$ cat config.mk
export PLATFORM = sky130hd
export DESIGN_NAME = shift_register_seq_flat
export DESIGN_NICKNAME = d
export VERILOG_FILES = /design/src/rtl/shift_register_seq_if.sv /design/src/rtl/shift_register_seq.sv /design/src/flat_wrapper.sv
export SDC_FILE = /design/constraint.sdc
export NUM_CORES = 1
export LEC_CHECK = 0
export CAP_MARGIN = 20
export CORE_UTILIZATION = 45
export CTS_CLUSTER_SIZE = 12
export DETAILED_ROUTE_END_ITERATION = 8
export PLACE_DENSITY = 0.76
export SLEW_MARGIN = 20
export SYNTH_ARGS = -nofsm -noshare
export SYNTH_HDL_FRONTEND = slang
export SYNTH_SLANG_ARGS = --single-unit
$ cat constraint.sdc
create_clock -name clk -period 2.78 [get_ports clk]
set_input_delay 0.556 -clock clk [delete_from_list [all_inputs] [get_ports clk]]
set_output_delay 0.556 -clock clk [all_outputs]
set_load 0.005 [all_outputs]
$ cat src/rtl/shift_register_seq_if.sv
// Handshake/data bundle between the control FSM (master) and shift_register_seq (slave).
// The sout signal exists only when SHREG_SOUT_EN is defined.
interface shift_register_seq_if #(
  parameter int WORD_LENGTH = 16,
  parameter int AMT_WIDTH   = 5
);
  logic [WORD_LENGTH-1:0] D;
  logic                   load;
  logic                   sync_reset;
  logic                   start;
  logic [AMT_WIDTH-1:0]   amount;
  logic [1:0]             mode;
  logic                   serial_in;
  logic [WORD_LENGTH-1:0] Q;
  logic                   busy;
  logic                   done;
`ifdef SHREG_SOUT_EN
  logic                   sout;

  modport master (output D, load, sync_reset, start, amount, mode, serial_in,
                  input  Q, busy, done, sout);
  modport slave  (input  D, load, sync_reset, start, amount, mode, serial_in,
                  output Q, busy, done, sout);
`else
  modport master (output D, load, sync_reset, start, amount, mode, serial_in,
                  input  Q, busy, done);
  modport slave  (input  D, load, sync_reset, start, amount, mode, serial_in,
                  output Q, busy, done);
`endif
endinterface

$ cat src/rtl/shift_register_seq.sv
// Multi-cycle registered shifter: LSL/LSR/ASR/ROL by a run-time amount, up to STEP bits per cycle.
// Optional SHREG_SOUT_EN adds a registered serial-out bit (last bit shifted out).
module shift_register_seq #(
  parameter int WORD_LENGTH = 16,
  parameter int AMT_WIDTH   = 5,
  parameter int STEP        = 1
) (
  input  logic                  clk,
  input  logic                  reset,
  shift_register_seq_if.slave   bus
);
  localparam int WL = WORD_LENGTH;

  typedef enum logic {IDLE, SHIFT} state_t;

  state_t               state_q;
  logic [WL-1:0]        q_q;
  logic                 busy_q;
  logic                 done_q;
  logic [AMT_WIDTH-1:0] remaining_q;
  logic [1:0]           mode_q;

  logic [AMT_WIDTH-1:0] remaining_d;
  logic [AMT_WIDTH-1:0] step_k;
  logic [WL-1:0]        q_d;
  logic [31:0]          rem32;
  logic [WL-1:0]        stage [0:STEP];

  function automatic logic [WL-1:0] shift1(input logic [WL-1:0] v, input logic [1:0] m,
                                           input logic fill);
    case (m)
      2'b00:   return {v[WL-2:0], fill};
      2'b01:   return {fill, v[WL-1:1]};
      2'b10:   return {v[WL-1], v[WL-1:1]};
      default: return {v[WL-2:0], v[WL-1]};
    endcase
  endfunction

  assign rem32       = 32'(remaining_q);
  assign step_k      = (rem32 > 32'(STEP)) ? AMT_WIDTH'(STEP) : remaining_q;
  assign remaining_d = remaining_q - step_k;

  // A k-bit shift is k chained 1-bit shifts; stage gi is active only while gi < remaining.
  assign stage[0] = q_q;
  generate
    for (genvar gi = 0; gi < STEP; gi++) begin : g_step
      assign stage[gi+1] = (rem32 > 32'(gi)) ? shift1(stage[gi], mode_q, bus.serial_in)
                                             : stage[gi];
    end
  endgenerate
  assign q_d = stage[STEP];

`ifdef SHREG_SOUT_EN
  logic sout_q;
  logic sout_d;
  logic stage_out [0:STEP];

  assign stage_out[0] = sout_q;
  generate
    for (genvar gi = 0; gi < STEP; gi++) begin : g_sout
      // Right shifts lose the LSB, left shifts and rotate push the MSB out.
      assign stage_out[gi+1] = (rem32 > 32'(gi))
                             ? ((mode_q == 2'b01 || mode_q == 2'b10) ? stage[gi][0] : stage[gi][WL-1])
                             : stage_out[gi];
    end
  endgenerate
  assign sout_d   = stage_out[STEP];
  assign bus.sout = sout_q;
`endif

  always_ff @(posedge clk or negedge reset) begin
    if (!reset) begin
      state_q     <= IDLE;
      q_q         <= '0;
      busy_q      <= 1'b0;
      done_q      <= 1'b0;
      remaining_q <= '0;
      mode_q      <= 2'b00;
`ifdef SHREG_SOUT_EN
      sout_q      <= 1'b0;
`endif
    end else begin
      done_q <= 1'b0;
      if (bus.sync_reset) begin
        state_q     <= IDLE;
        q_q         <= '0;
        busy_q      <= 1'b0;
        remaining_q <= '0;
`ifdef SHREG_SOUT_EN
        sout_q      <= 1'b0;
`endif
      end else begin
        case (state_q)
          IDLE: begin
            if (bus.load) begin
              q_q <= bus.D;
`ifdef SHREG_SOUT_EN
              sout_q <= 1'b0;
`endif
            end else if (bus.start) begin
              if (bus.amount == '0) begin
                done_q <= 1'b1;
              end else begin
                mode_q      <= bus.mode;
                remaining_q <= bus.amount;
                busy_q      <= 1'b1;
                state_q     <= SHIFT;
              end
            end
          end
          SHIFT: begin
            q_q         <= q_d;
            remaining_q <= remaining_d;
`ifdef SHREG_SOUT_EN
            sout_q      <= sout_d;
`endif
            if (remaining_d == '0) begin
              busy_q  <= 1'b0;
              done_q  <= 1'b1;
              state_q <= IDLE;
            end
          end
          default: state_q <= IDLE;
        endcase
      end
    end
  end

  assign bus.Q    = q_q;
  assign bus.busy = busy_q;
  assign bus.done = done_q;
endmodule
$ cat src/flat_wrapper.sv
// flat-port wrapper written by rule: the top's interface ports become plain ports
module shift_register_seq_flat 
#(
  parameter int WORD_LENGTH = 16,
  parameter int AMT_WIDTH   = 5,
  parameter int STEP        = 1
)
  (clk, reset, bus_D, bus_load, bus_sync_reset, bus_start, bus_amount, bus_mode, bus_serial_in, bus_Q, bus_busy, bus_done);
  shift_register_seq_if #(.WORD_LENGTH(WORD_LENGTH), .AMT_WIDTH(AMT_WIDTH)) bus_i ();
  input  logic clk;
  input  logic reset;
  input wire logic [$bits(bus_i.D)-1:0] bus_D;
  input wire logic [$bits(bus_i.load)-1:0] bus_load;
  input wire logic [$bits(bus_i.sync_reset)-1:0] bus_sync_reset;
  input wire logic [$bits(bus_i.start)-1:0] bus_start;
  input wire logic [$bits(bus_i.amount)-1:0] bus_amount;
  input wire logic [$bits(bus_i.mode)-1:0] bus_mode;
  input wire logic [$bits(bus_i.serial_in)-1:0] bus_serial_in;
  output wire logic [$bits(bus_i.Q)-1:0] bus_Q;
  output wire logic [$bits(bus_i.busy)-1:0] bus_busy;
  output wire logic [$bits(bus_i.done)-1:0] bus_done;
  assign bus_i.D = bus_D;
  assign bus_i.load = bus_load;
  assign bus_i.sync_reset = bus_sync_reset;
  assign bus_i.start = bus_start;
  assign bus_i.amount = bus_amount;
  assign bus_i.mode = bus_mode;
  assign bus_i.serial_in = bus_serial_in;
  assign bus_Q = bus_i.Q;
  assign bus_busy = bus_i.busy;
  assign bus_done = bus_i.done;
  shift_register_seq #(.WORD_LENGTH(WORD_LENGTH), .AMT_WIDTH(AMT_WIDTH), .STEP(STEP)) u_core (.clk(clk), .reset(reset), .bus(bus_i));
endmodule
==> flow_summary.ini, run 1 <==
[outcome]
status = completed

[worst_setup_path]
reg2reg_to = u_core.bus.busy
reg2reg_depth = 6
crit_type = flip-flop to flip-flop
critPathLaunchType = flip-flop
cpMaxStageDelayCell = dfrtp_1
r2r_start = u_core.remaining_q[1]
arrival_ns = 2.26
path_cells = nor2_1, a21o_1, ha_1, o32a_2, nor4_1, a22oi_1
rrSetupSlack_ns = 0.64
cp_max_fo = 9
critPathRequiredTime_ns = 2.91
slowest_delay_ns = 0.55
setup.worst_path.end_class = flip-flop

[logic_synthesis]
syn_nets = 196
post_synth_num_cell_types = 44
ys_ff_latch = 26
synth.avg_cell_area_um2 = 10.06
netlist.area_leader.share = 0.3895
synth_cells = 166
yosys.area.top_type = dfrtp_1
ys_seq_area_frac = 0.3895
ys_warn_count = 0
synthesis.area_mm2 = 0.001670
synth_edf_count = 0
synth.top_cells.by_area = dfrtp_1 (39%), mux2i_1 (11%), a22o_1 (7.3%)
ys.flop_type = dfrtp_1
async_flop_share = 1.000

[grt]
antenna_found_initial = 0
grt-ovfl-total = 0
grt_first_pass_wirelength_mm = 6.665
track_usage = 0.2146
grt_max_degree = 27
grt_pass1_vias = 1392

[timing]
finClkSkew_ns = 0.003558
max_freq_mhz = 467.6
tns_ns = 0
worstMarginPinSlew_ns = 1.067
maxSlewViolCount = 0
rsz0062_at_grt = no
finalCritPeriodShare = 0.7693
fin_crit_ns = 2.139
hold_viol = 0
finalSetupViolCount = 0
slew_headroom = 0.2854

[min_path]
whs_path_depth = 2
whs_endpoint = u_core.bus.busy
hp-class = flip-flop to flip-flop
hp-start = u_core.bus.busy

[route]
routedWlPerCell_um = 15.74
drt-initial-drc-count = 110
ant_nets = 0
drt-met1-wl_mm = 1.954
route.met3.wl_um = 213
vias = 1458
vias_per_cell = 5.695
drt-pass1-iter-count = 4
drc = 0
wl_mm = 4.029
dr_wl_met2_mm = 1.829
top_layer_used = met4

[layout]
instances_no_fill = 256
layout_commonest_cell = clkdlybuf4s50_1
regArea_um2 = 650.6
drive_gt1_frac = 0.1048
layout_common_cells = clkdlybuf4s50_1 (46), dfrtp_1 (26), nor2_1 (21)
multi_input_area_um2 = 940.9
fin_nets = 241
nFillCells = 280
n_antenna_cell = 0
syn2layout_area_growth_pct = 33.26

[cts]
clk_pin_slew_worst_paths_ns = 0.09
cts_resized = 0
clock_sinks = 26
htreeDepth = 1
root_buffer = clkbuf_8
cts_buffers = 3
clk-insertion-delay-late_ns = 0.27
cts_hold_buffers = 0
clockBufferDepth = 2
cts_tree = done
post-cts-setup-buffer-count = 0

[power]
powerDensity_mw_per_mm2 = 619.7
p_leak_nw = 0.9445
design_power_total_mw = 1.379
ir_worst_vdd_v = 0.0002708

[die]
pin_count = 47
die_x_um = 62.93
die_y_um = 62.93
num_rows = 21
die_area_mm2 = 0.003960
core-area_mm2 = 0.003442
initial_core_util = 0.4853

[place]
port_buffers = 46
place_congestion = 0.8142
placed_cells = 252
dp_hpwl_mm = 2.859

[run]
maxCapViolations = 0
[power breakdown]
group / switching (mW) / leakage, nW / internal, mW / total, mW
registers: 0.0937 / 0.341 / 0.431 / 0.525
clock network: 0.122 / 0.0357 / 0.193 / 0.315
logic: 0.244 / 0.568 / 0.296 / 0.540
total: 0.460 / 0.945 / 0.920 / 1.38
[metal layers]
layer | up-vias | track usage
met5 | - | 0
met4 | 0 | 0.06105
met3 | 4 | 0.03102
met2 | 51 | 0.3185
met1 | 702 | 0.3206
li1 | 701 | -
[worst max-delay path, delay by kind of cell (launching register included)]
| kind | cells | cell delay (ns) |
|---|---|---|
| AOI/OAI and AO/OA | 3 | 0.77 |
| and+or+nand+nor | 2 | 0.44 |
| DFF | 1 | 0.55 |
| adders and majority gates | 1 | 0.23 |
[layout make-up]
cell class,count,share of cell area
Timing Repair Buffer,51,0.2237
Inverter,2,0.003373
Sequential cell,26,0.2923
Multi-Input combinational cell,127,0.4227
Clock buffer,3,0.01855
Clock inverter,1,0.01349
Tap cell,46,0.02586
[through the flow]
step | area [um^2] | utilization | hold slack, ns | worst slack (ns)
after CTS | 2226 | 0.6467 | 0.5519 | 0.6433
after floorplan | 1670 | - | 0.2604 | 0.9277
final | 2226 | 0.6467 | 0.5449 | 0.6412
after global placement | 2155 | 0.6260 | 0.5439 | 0.4770
after detailed placement | 2155 | 0.6260 | 0.5402 | 0.4462
after global routing | 2226 | 0.6467 | 0.6008 | 0.4938
[sequential cells by signal, indices dropped and copies added (netlist names)]
| name | flops |
|---|---|
| u_core.bus.Q | 16 |
| u_core.bus.busy | 1 |
| u_core.bus.done | 1 |
| u_core.mode_q | 2 |
| u_core.remaining_q | 5 |
| u_core.state_q | 1 |
[synth_stat cells (3+ instances only)]
cell type  count
a21oi_1       15
a22o_1        14
buf_2          6
buf_6          3
dfrtp_1       26
mux2_1         3
mux2i_1       18
nand2_1        9
nand2b_1       3
nor2_1        21
nor2b_1        4
[kinds of logic after synthesis]
group,count (synthesis),synth area share
buffers and inverters,13,0.04719
adder cells (fa/ha/maj),1,0.007489
XOR/XNOR,2,0.01498
flip-flops,26,0.3895
AND/OR/NAND/NOR,50,0.1581
AO/OA/AOI/OAI,51,0.2412
multiplexers,23,0.1416
[worst max-delay path by stage]
stage | to | start | cells past startpoint | slack [ns]
floorplan | u_core.mode_q[0] | bus_amount[3] | 4 | 0.93
global placement | u_core.mode_q[1] | bus_amount[3] | 5 | 0.48
global route | u_core.bus.busy | u_core.remaining_q[1] | 6 | 0.49
CTS | u_core.bus.busy | u_core.remaining_q[1] | 6 | 0.64
finish | u_core.bus.busy | u_core.remaining_q[1] | 6 | 0.64
detailed placement | u_core.mode_q[0] | bus_amount[3] | 5 | 0.45
Power figures use the tool's default switching activity.
==> run 2: changes to the inputs <==
--- a/config.mk
+++ b/config.mk
@@ -6,7 +6,7 @@
 export NUM_CORES = 1
 export LEC_CHECK = 0
 export CAP_MARGIN = 20
-export CORE_UTILIZATION = 45
+export CORE_UTILIZATION = 43
 export CTS_CLUSTER_SIZE = 12
 export DETAILED_ROUTE_END_ITERATION = 8
 export PLACE_DENSITY = 0.76
==> constraint.sdc (replaced) <==
create_clock -name clk -period 1.86 [get_ports clk]
set_input_delay 0.372 -clock clk [delete_from_list [all_inputs] [get_ports clk]]
set_output_delay 0.372 -clock clk [all_outputs]
set_load 0.005 [all_outputs]
==> flow_summary.ini, run 2 (synthesis gave the netlist of run 1 again) <==
[power]
powerDensity_mw_per_mm2 = 871.9
design_power_total_mw = 2.049
ir_worst_vdd_v = 0.0003565
p_leak_nw = 1.027

[die]
pin_count = 47
die_area_mm2 = 0.004138
initial_core_util = 0.4528
num_rows = 22
die_x_um = 64.33
die_y_um = 64.33
core-area_mm2 = 0.003689

[timing]
finClkSkew_ns = 0.005555
maxSlewViolCount = 0
slew_headroom = 0.7505
rsz0062_at_grt = no
worstMarginPinSlew_ns = 0.3743
finalSetupViolCount = 0
fin_crit_ns = 1.796
max_freq_mhz = 556.6
hold_viol = 0
finalCritPeriodShare = 0.9658
finalWorstSetupSlack_ns = 0.06352

[route]
drt-pass1-iter-count = 4
vias_per_cell = 5.449
ant_nets = 0
drt-initial-drc-count = 58
routedWlPerCell_um = 14.95
vias = 1504
wl_mm = 4.125
drc = 0

[worst_setup_path]
rrSetupSlack_ns = 0.11
arrival_ns = 1.96
crit_buf_inv = 1
cpMaxStageDelayCell = clkdlybuf4s50_1
cp_max_fo = 4
crit_family = simple AND/OR/NAND/NOR gates
critPathLaunchType = primary input
r2r_start = u_core.remaining_q[4]
crit_type = primary input to flip-flop
setup.worst_path.end_class = flip-flop
critPathRequiredTime_ns = 2.02
path_cells = clkdlybuf4s50_1, or3_1, or3_1, nand3_2, mux2_1
slowest_delay_ns = 0.41
crit_start = bus_amount[3]
cpMostUsedCell = or3_1

[grt]
grt-ovfl-total = 0
track_usage = 0.2140
grt_first_pass_wirelength_mm = 6.982
antenna_found_initial = 0
grt_max_degree = 27
grt_pass1_vias = 1539

[min_path]
hp-class = primary input to asynchronous set/reset pin

[cts]
clk_pin_slew_worst_paths_ns = 0.10
root_buffer = clkbuf_8
cts_hold_buffers = 0
htreeDepth = 1
cts_tree = done
clk-insertion-delay-late_ns = 0.27
cts_buffers = 3
clockBufferDepth = 2
clock_sinks = 26

[place]
place_congestion = 0.8531
pre_cts_slack_ns = -0.2387
port_buffers = 46
dp_hpwl_mm = 3.019

[layout]
drive_gt1_frac = 0.1798
syn2layout_area_growth_pct = 40.67
nFillCells = 319
largest_register_ff_count = 16
n_antenna_cell = 0
layout_commonest_cell = clkdlybuf4s50_1
fin_nets = 259
layout_common_cells = clkdlybuf4s50_1 (46), dfrtp_1 (26), buf_4 (23)

[outcome]
status = completed

[run]
maxCapViolations = 0
## run 2: power by group
group          internal, mW  switching (mW)
clock network         0.189           0.184
registers             0.645           0.103
logic                 0.518           0.410
## run 2: path summary, 6_finish.rpt
path,cells past startpoint,endpoint
setup / recovery,5,u_core.mode_q[0]
max in group asynchronous,2,u_core.bus.Q[2]
setup reg to reg,8,u_core.remaining_q[2]
hold reg to reg,2,u_core.bus.busy
hold / removal,2,u_core.bus.Q[6]
min in group clk,2,u_core.bus.busy
## run 2: through the flow
| stage | hold slack (ns) | util | setup TNS, ns | instance area, um^2 | cells |
|---|---|---|---|---|---|
| finish | 0.4717 | 0.6370 | 0 | 2350 | 276 |
| global route | 0.5208 | 0.6370 | 0 | 2350 | 276 |
| CTS | 0.4815 | 0.6282 | 0 | 2317 | 272 |
| detailed placement | 0.5358 | 0.6133 | -0.9183 | 2262 | 268 |
| global placement | 0.5431 | 0.6133 | -0.5966 | 2262 | 268 |
| floorplan | 0.07641 | - | 0 | 1670 | 166 |
## run 2: repair_timing
item,in CTS,in global routing
setup buffers,0,4
setup endpoints to repair,0,15
resized for setup,0,1
endpoints found under the hold margin,0,0
## run 2: layout make-up
cell class	instances	area (um^2)	area share
well taps	48	60.06	0.02556
clock buffers	4	55.05	0.02343
repair buffers	69	633.1	0.2694
inverters	2	7.507	0.003195
flip-flops and latches	26	650.6	0.2769
multi-input cells	127	943.4	0.4015
## run 2: metal layers
metal / wire length, um / vias up / track usage
li1: - / 738 / -
met1: 1854 / 718 / 0.2691
met2: 2046 / 44 / 0.3974
met3: 179 / 4 / 0.01964
met4: 45 / 0 / 0.03611
met5: 0 / - / 0
